===== src/rtl/gsim_pkg.sv =====
// Shared constants, FSM encoding and the shift-add helper for the GSIM residual checker.
package gsim_pkg;

  localparam int          N    = 16;
  localparam int          FRAC = 16;
  localparam int          RW   = 40;
  localparam logic [31:0] TOL  = 32'h0000_0400;

  localparam int unsigned C_DIAG = 20;
  localparam int unsigned C_OFF1 = 13;
  localparam int unsigned C_OFF2 = 6;
  localparam int unsigned C_OFF3 = 1;

  typedef enum logic [1:0] {
    ST_IDLE,
    ST_COLLECT,
    ST_CHECK,
    ST_REPORT
  } state_t;

  // Constant coefficients only, so this collapses to a handful of shifted adds.
  function automatic logic signed [RW-1:0] shadd(input logic signed [RW-1:0] v,
                                                 input int unsigned k);
    logic signed [RW-1:0] acc;
    acc = '0;
    for (int b = 0; b < 5; b++) begin
      if (k[b]) acc = acc + (v <<< b);
    end
    return acc;
  endfunction

endpackage


===== src/rtl/gsim_row_residual.sv =====
// Two-stage row evaluator: stage 1 registers x_i, neighbour sums and b_i; stage 2 forms
// |(b_i<<FRAC) - (20x_i - 13s1 + 6s2 - s3)|, saturates it to 32 bits and flags rows over TOL.
module gsim_row_residual
  import gsim_pkg::*;
(
  input  logic                 clk,
  input  logic                 reset_n,
  input  logic                 row_vld,
  input  logic [3:0]           row_idx,
  input  logic signed [RW-1:0] x_i,
  input  logic signed [RW-1:0] s1,
  input  logic signed [RW-1:0] s2,
  input  logic signed [RW-1:0] s3,
  input  logic [15:0]          b_i,
  output logic                 res_vld,
  output logic [3:0]           res_idx,
  output logic [31:0]          abs_res,
  output logic                 exceed
);

  logic                 st1_vld;
  logic [3:0]           st1_idx;
  logic signed [RW-1:0] st1_x, st1_s1, st1_s2, st1_s3, st1_b;
  logic signed [RW-1:0] ax, r;
  logic [RW-1:0]        mag;
  logic [31:0]          sat;

  always_ff @(posedge clk or negedge reset_n) begin
    if (!reset_n) begin
      st1_vld <= 1'b0;
      st1_idx <= '0;
      st1_x   <= '0;
      st1_s1  <= '0;
      st1_s2  <= '0;
      st1_s3  <= '0;
      st1_b   <= '0;
    end else begin
      st1_vld <= row_vld;
      st1_idx <= row_idx;
      st1_x   <= x_i;
      st1_s1  <= s1;
      st1_s2  <= s2;
      st1_s3  <= s3;
      st1_b   <= {{(RW-16){b_i[15]}}, b_i};
    end
  end

  always_comb begin
    ax  = shadd(st1_x, C_DIAG) - shadd(st1_s1, C_OFF1)
        + shadd(st1_s2, C_OFF2) - shadd(st1_s3, C_OFF3);
    r   = (st1_b <<< FRAC) - ax;
    mag = r[RW-1] ? -r : r;
    sat = (|mag[RW-1:32]) ? 32'hFFFF_FFFF : mag[31:0];
  end

  always_ff @(posedge clk or negedge reset_n) begin
    if (!reset_n) begin
      res_vld <= 1'b0;
      res_idx <= '0;
      abs_res <= '0;
      exceed  <= 1'b0;
    end else begin
      res_vld <= st1_vld;
      res_idx <= st1_idx;
      abs_res <= sat;
      exceed  <= sat > TOL;
    end
  end

endmodule


===== config.mk =====
export PLATFORM = sky130hd
export DESIGN_NAME = gsim_row_residual
export DESIGN_NICKNAME = d
export VERILOG_FILES = /design/src/rtl/gsim_pkg.sv /design/src/rtl/gsim_row_residual.sv
export SDC_FILE = /design/constraint.sdc
export NUM_CORES = 1
export LEC_CHECK = 0
export CAP_MARGIN = 25
export CORE_ASPECT_RATIO = 0.7
export CORE_UTILIZATION = 60
export DETAILED_ROUTE_END_ITERATION = 7
export MAX_ROUTING_LAYER = met4
export PLACE_DENSITY = 0.86
export SETUP_SLACK_MARGIN = 0.05
export SLEW_MARGIN = 20
export SYNTH_ARGS = -nofsm -noshare
export SYNTH_HDL_FRONTEND = slang
export SYNTH_SLANG_ARGS = --single-unit

===== constraint.sdc =====
create_clock -name clk -period 11.4 [get_ports clk]
set_clock_uncertainty 0.1 [all_clocks]
set_input_delay 2.28 -clock clk [delete_from_list [all_inputs] [get_ports clk]]
set_output_delay 2.28 -clock clk [all_outputs]
set_load 0.01 [all_outputs]

==> run_results.csv <==
group,metric,value,unit
setup_path,cpLargestDelayFamily,"adder cells",
timing,finalHoldViolCount,0,
synthesis,yosys_warnings,0,
cells_and_area,antennaDiodeCount,0,
synthesis,yosysUniqueCellTypes,89,
timing,rsz0062_at_grt,"false",
placed_design,gp_congestion,0.887,
setup_path,crit_required,11660,ps
placed_design,io_buffers,217,
routing,drt-total-wl,36.1,mm
clock_tree,cts_resized,0,
synthesis,syn-cell-area,0.0158,mm^2
clock_tree,cts.reportedPaths.clkPinSlew,60,ps
setup_path,max_stage_delay,650,ps
synthesis,synth_top_area_share,0.343,
routing,drt_iter0_drc,647,
clock_tree,postCtsHoldBufs,0,
global_routing,grt_overflow,0,
synthesis,synth_area_leaders,"dfrtp_1 34%, fa_1 31%, inv_1 6.5%",
clock_tree,htreeDepth,1,
setup_path,end_kind,"flop",
floorplanning,initial_core_util,0.612,
setup_path,start_kind,"flop",
floorplanning,ios,221,
setup_path,crit_path_max_fanout,40,
clock_tree,cts_root_buffer,"clkbuf_16",
synthesis,yosysMostFrequentCell,"inv_1",
setup_path,crit_chain,"fa_1 -> inv_1 -> fa_1 -> inv_1 -> fa_1 -> inv_1 -> fa_1 -> inv_1 -> ha_1 -> nand4_1 -> nor3_1 -> o211ai_1 -> a211oi_1 -> nor2_1 -> xnor2_2 -> buf_4 -> nand2_1 -> o221ai_1 -> o2111ai_1 -> a2111o_1 -> a2111oi_4 -> buf_4 -> o211ai_1",
floorplanning,core-area,0.0257,mm^2
routing,drcViolationCount,0,
timing,min_period,7560,ps
cells_and_area,areaGrowthSynthToFinish,20.5,%
floorplanning,dieArea,0.0269,mm^2
worst_hold_path,min_path_type,"reg -> reg",
run,maxCapViolations,0,
clock_tree,post_cts_buffers,0,
synthesis,synth_seq_cells,216,
synthesis,synth_ff_type,"dfrtp_1",
global_routing,grt_pass1_wl,59.3,mm
clock_tree,clk_latency,510,ps
global_routing,grt_usage,0.293,
routing,vias,10671,
setup_path,critPathBufInv,6,
clock_tree,numCtsBuffers,21,
floorplanning,die_w,196,um
synthesis,ys_seq_area_frac,0.343,
synthesis,synth_edf_count,0,
routing,first_pass_iters,5,
run_status,outcome,"finished clean",
synthesis,synth_commonest_cells,"275 x inv_1, 241 x fa_1, 216 x dfrtp_1",
routing,vias_per_cell,5.50,
synthesis,synthArstFlopShare,1.00,
cells_and_area,drive_gt1_frac,0.0485,
floorplanning,num_rows,49,
cells_and_area,num-nets-final,2080,
global_routing,grt_pass1_vias,11451,
global_routing,grt_start_max_net_pins,88,
clock_tree,cts_max_path_buffers,3,
setup_path,crit_slowest_cell,"a211oi_1",
timing,post-route-period-util,0.663,
timing,tns,0,ps
synthesis,avgSynthCellArea,11.5,um^2
setup_path,crit_arrival,7830,ps
placed_design,dp_hpwl,29.2,mm
synthesis,synthCells,1375,
routing,ant_nets,0,
timing,worst_slew_pin_slew,787,ps
floorplanning,die_h,138,um
timing,slew_headroom,0.470,
timing,fmax,0.132,GHz
timing,finalSetupViolCount,0,
clock_tree,cts_tree,"done",
clock_tree,clock-sinks,216,
routing,wl_per_cell,18.6,um
setup_path,criticalPathCategory,"reg -> reg",
synthesis,yosys.area.top_type,"dfrtp_1",
global_routing,antenna_found_initial,0,
synthesis,synth_nets,1858,
timing,slew_violations,0,
-- logic make-up after synthesis --
group                      Yosys count  share of synthesized area
muxes                                4                    0.00254
adders and majority gates          300                      0.353
DFF                                216                      0.343
and+or+nand+nor                    255                     0.0820
xor gates and xnor gates            78                     0.0448
AOI/OAI and AO/OA                  220                     0.0997
buffers and inverters              302                     0.0753
-- area by class of cell --
| type | instances | area, um^2 |
|---|---|---|
| Sequential cell | 216 | 5410 |
| Clock buffer | 28 | 592 |
| Fill cell | 1726 | 6750 |
| Inverter | 276 | 1040 |
| Tap cell | 331 | 414 |
| Clock inverter | 6 | 110 |
| Timing Repair Buffer | 225 | 2260 |
| Multi-Input combinational cell | 857 | 9190 |
-- metrics by stage --
step / hold WS [ps] / worst slack (ps) / util / cells / instance area [um^2]
after floorplan: 231 / 5090 / - / 1375 / 15800
after global placement: 234 / 4000 / 0.709 / 1903 / 18300
after detailed placement: 237 / 3950 / 0.709 / 1904 / 18300
final: 247 / 3840 / 0.738 / 1939 / 19000
after global routing: 256 / 3430 / 0.738 / 1939 / 19000
after CTS: 250 / 3910 / 0.737 / 1938 / 19000
-- worst register-to-register path: cells and delay by family, from the launching register on --
family	cells	cell delay, ps
buf+inv	6	940
fa+ha+maj	5	2510
flops	1	440
compound gates	7	2190
simple gates	4	1080
xor+xnor	1	180
-- registers in the layout, indices dropped and copies added (netlist names) --
name,count
st1_s3,40
st1_s2,39
res_idx,4
exceed,1
st1_x,38
st1_idx,4
abs_res,32
st1_s1,40
res_vld,1
st1_vld,1
st1_b,16
-- worst paths after layout --
path	slack, ps	cells past startpoint	startpoint	to
max reg2reg	3840	23	st1_s1[16]	abs_res[1]
min in group asynchronous	1590	1	reset_n	st1_s2[12]
max	3840	23	st1_s1[16]	abs_res[1]
max in group asynchronous	8510	3	reset_n	st1_s3[0]
min reg2reg	250	0	st1_idx[2]	res_idx[2]
min	250	0	st1_idx[2]	res_idx[2]
-- routing by layer --
metal / track usage / wire length (um) / vias up
li1: - / - / 4854
met1: 0.412 / 16300 / 5382
met2: 0.467 / 17200 / 384
met3: 0.0409 / 2050 / 51
met4: 0.0530 / 599 / 0
met5: - / 0 / -
-- layout by cell type (no fill, tap or decap), drive strengths merged, types with 28 or more instances in the layout --
cell           Yosys  layout
clkbuf             9      28
nor2              41      41
nand2             95      95
xnor2             46      46
clkdlybuf4s50      0     216
xor2              32      32
dfrtp            216     216
o21ai             51      51
inv              276     276
ha                59      59
fa               241     241
a21oi             51      51
Power is left out: the tool's default activity adds up to more than one toggle a clock period on the data nets, which glitch-free logic cannot reach.
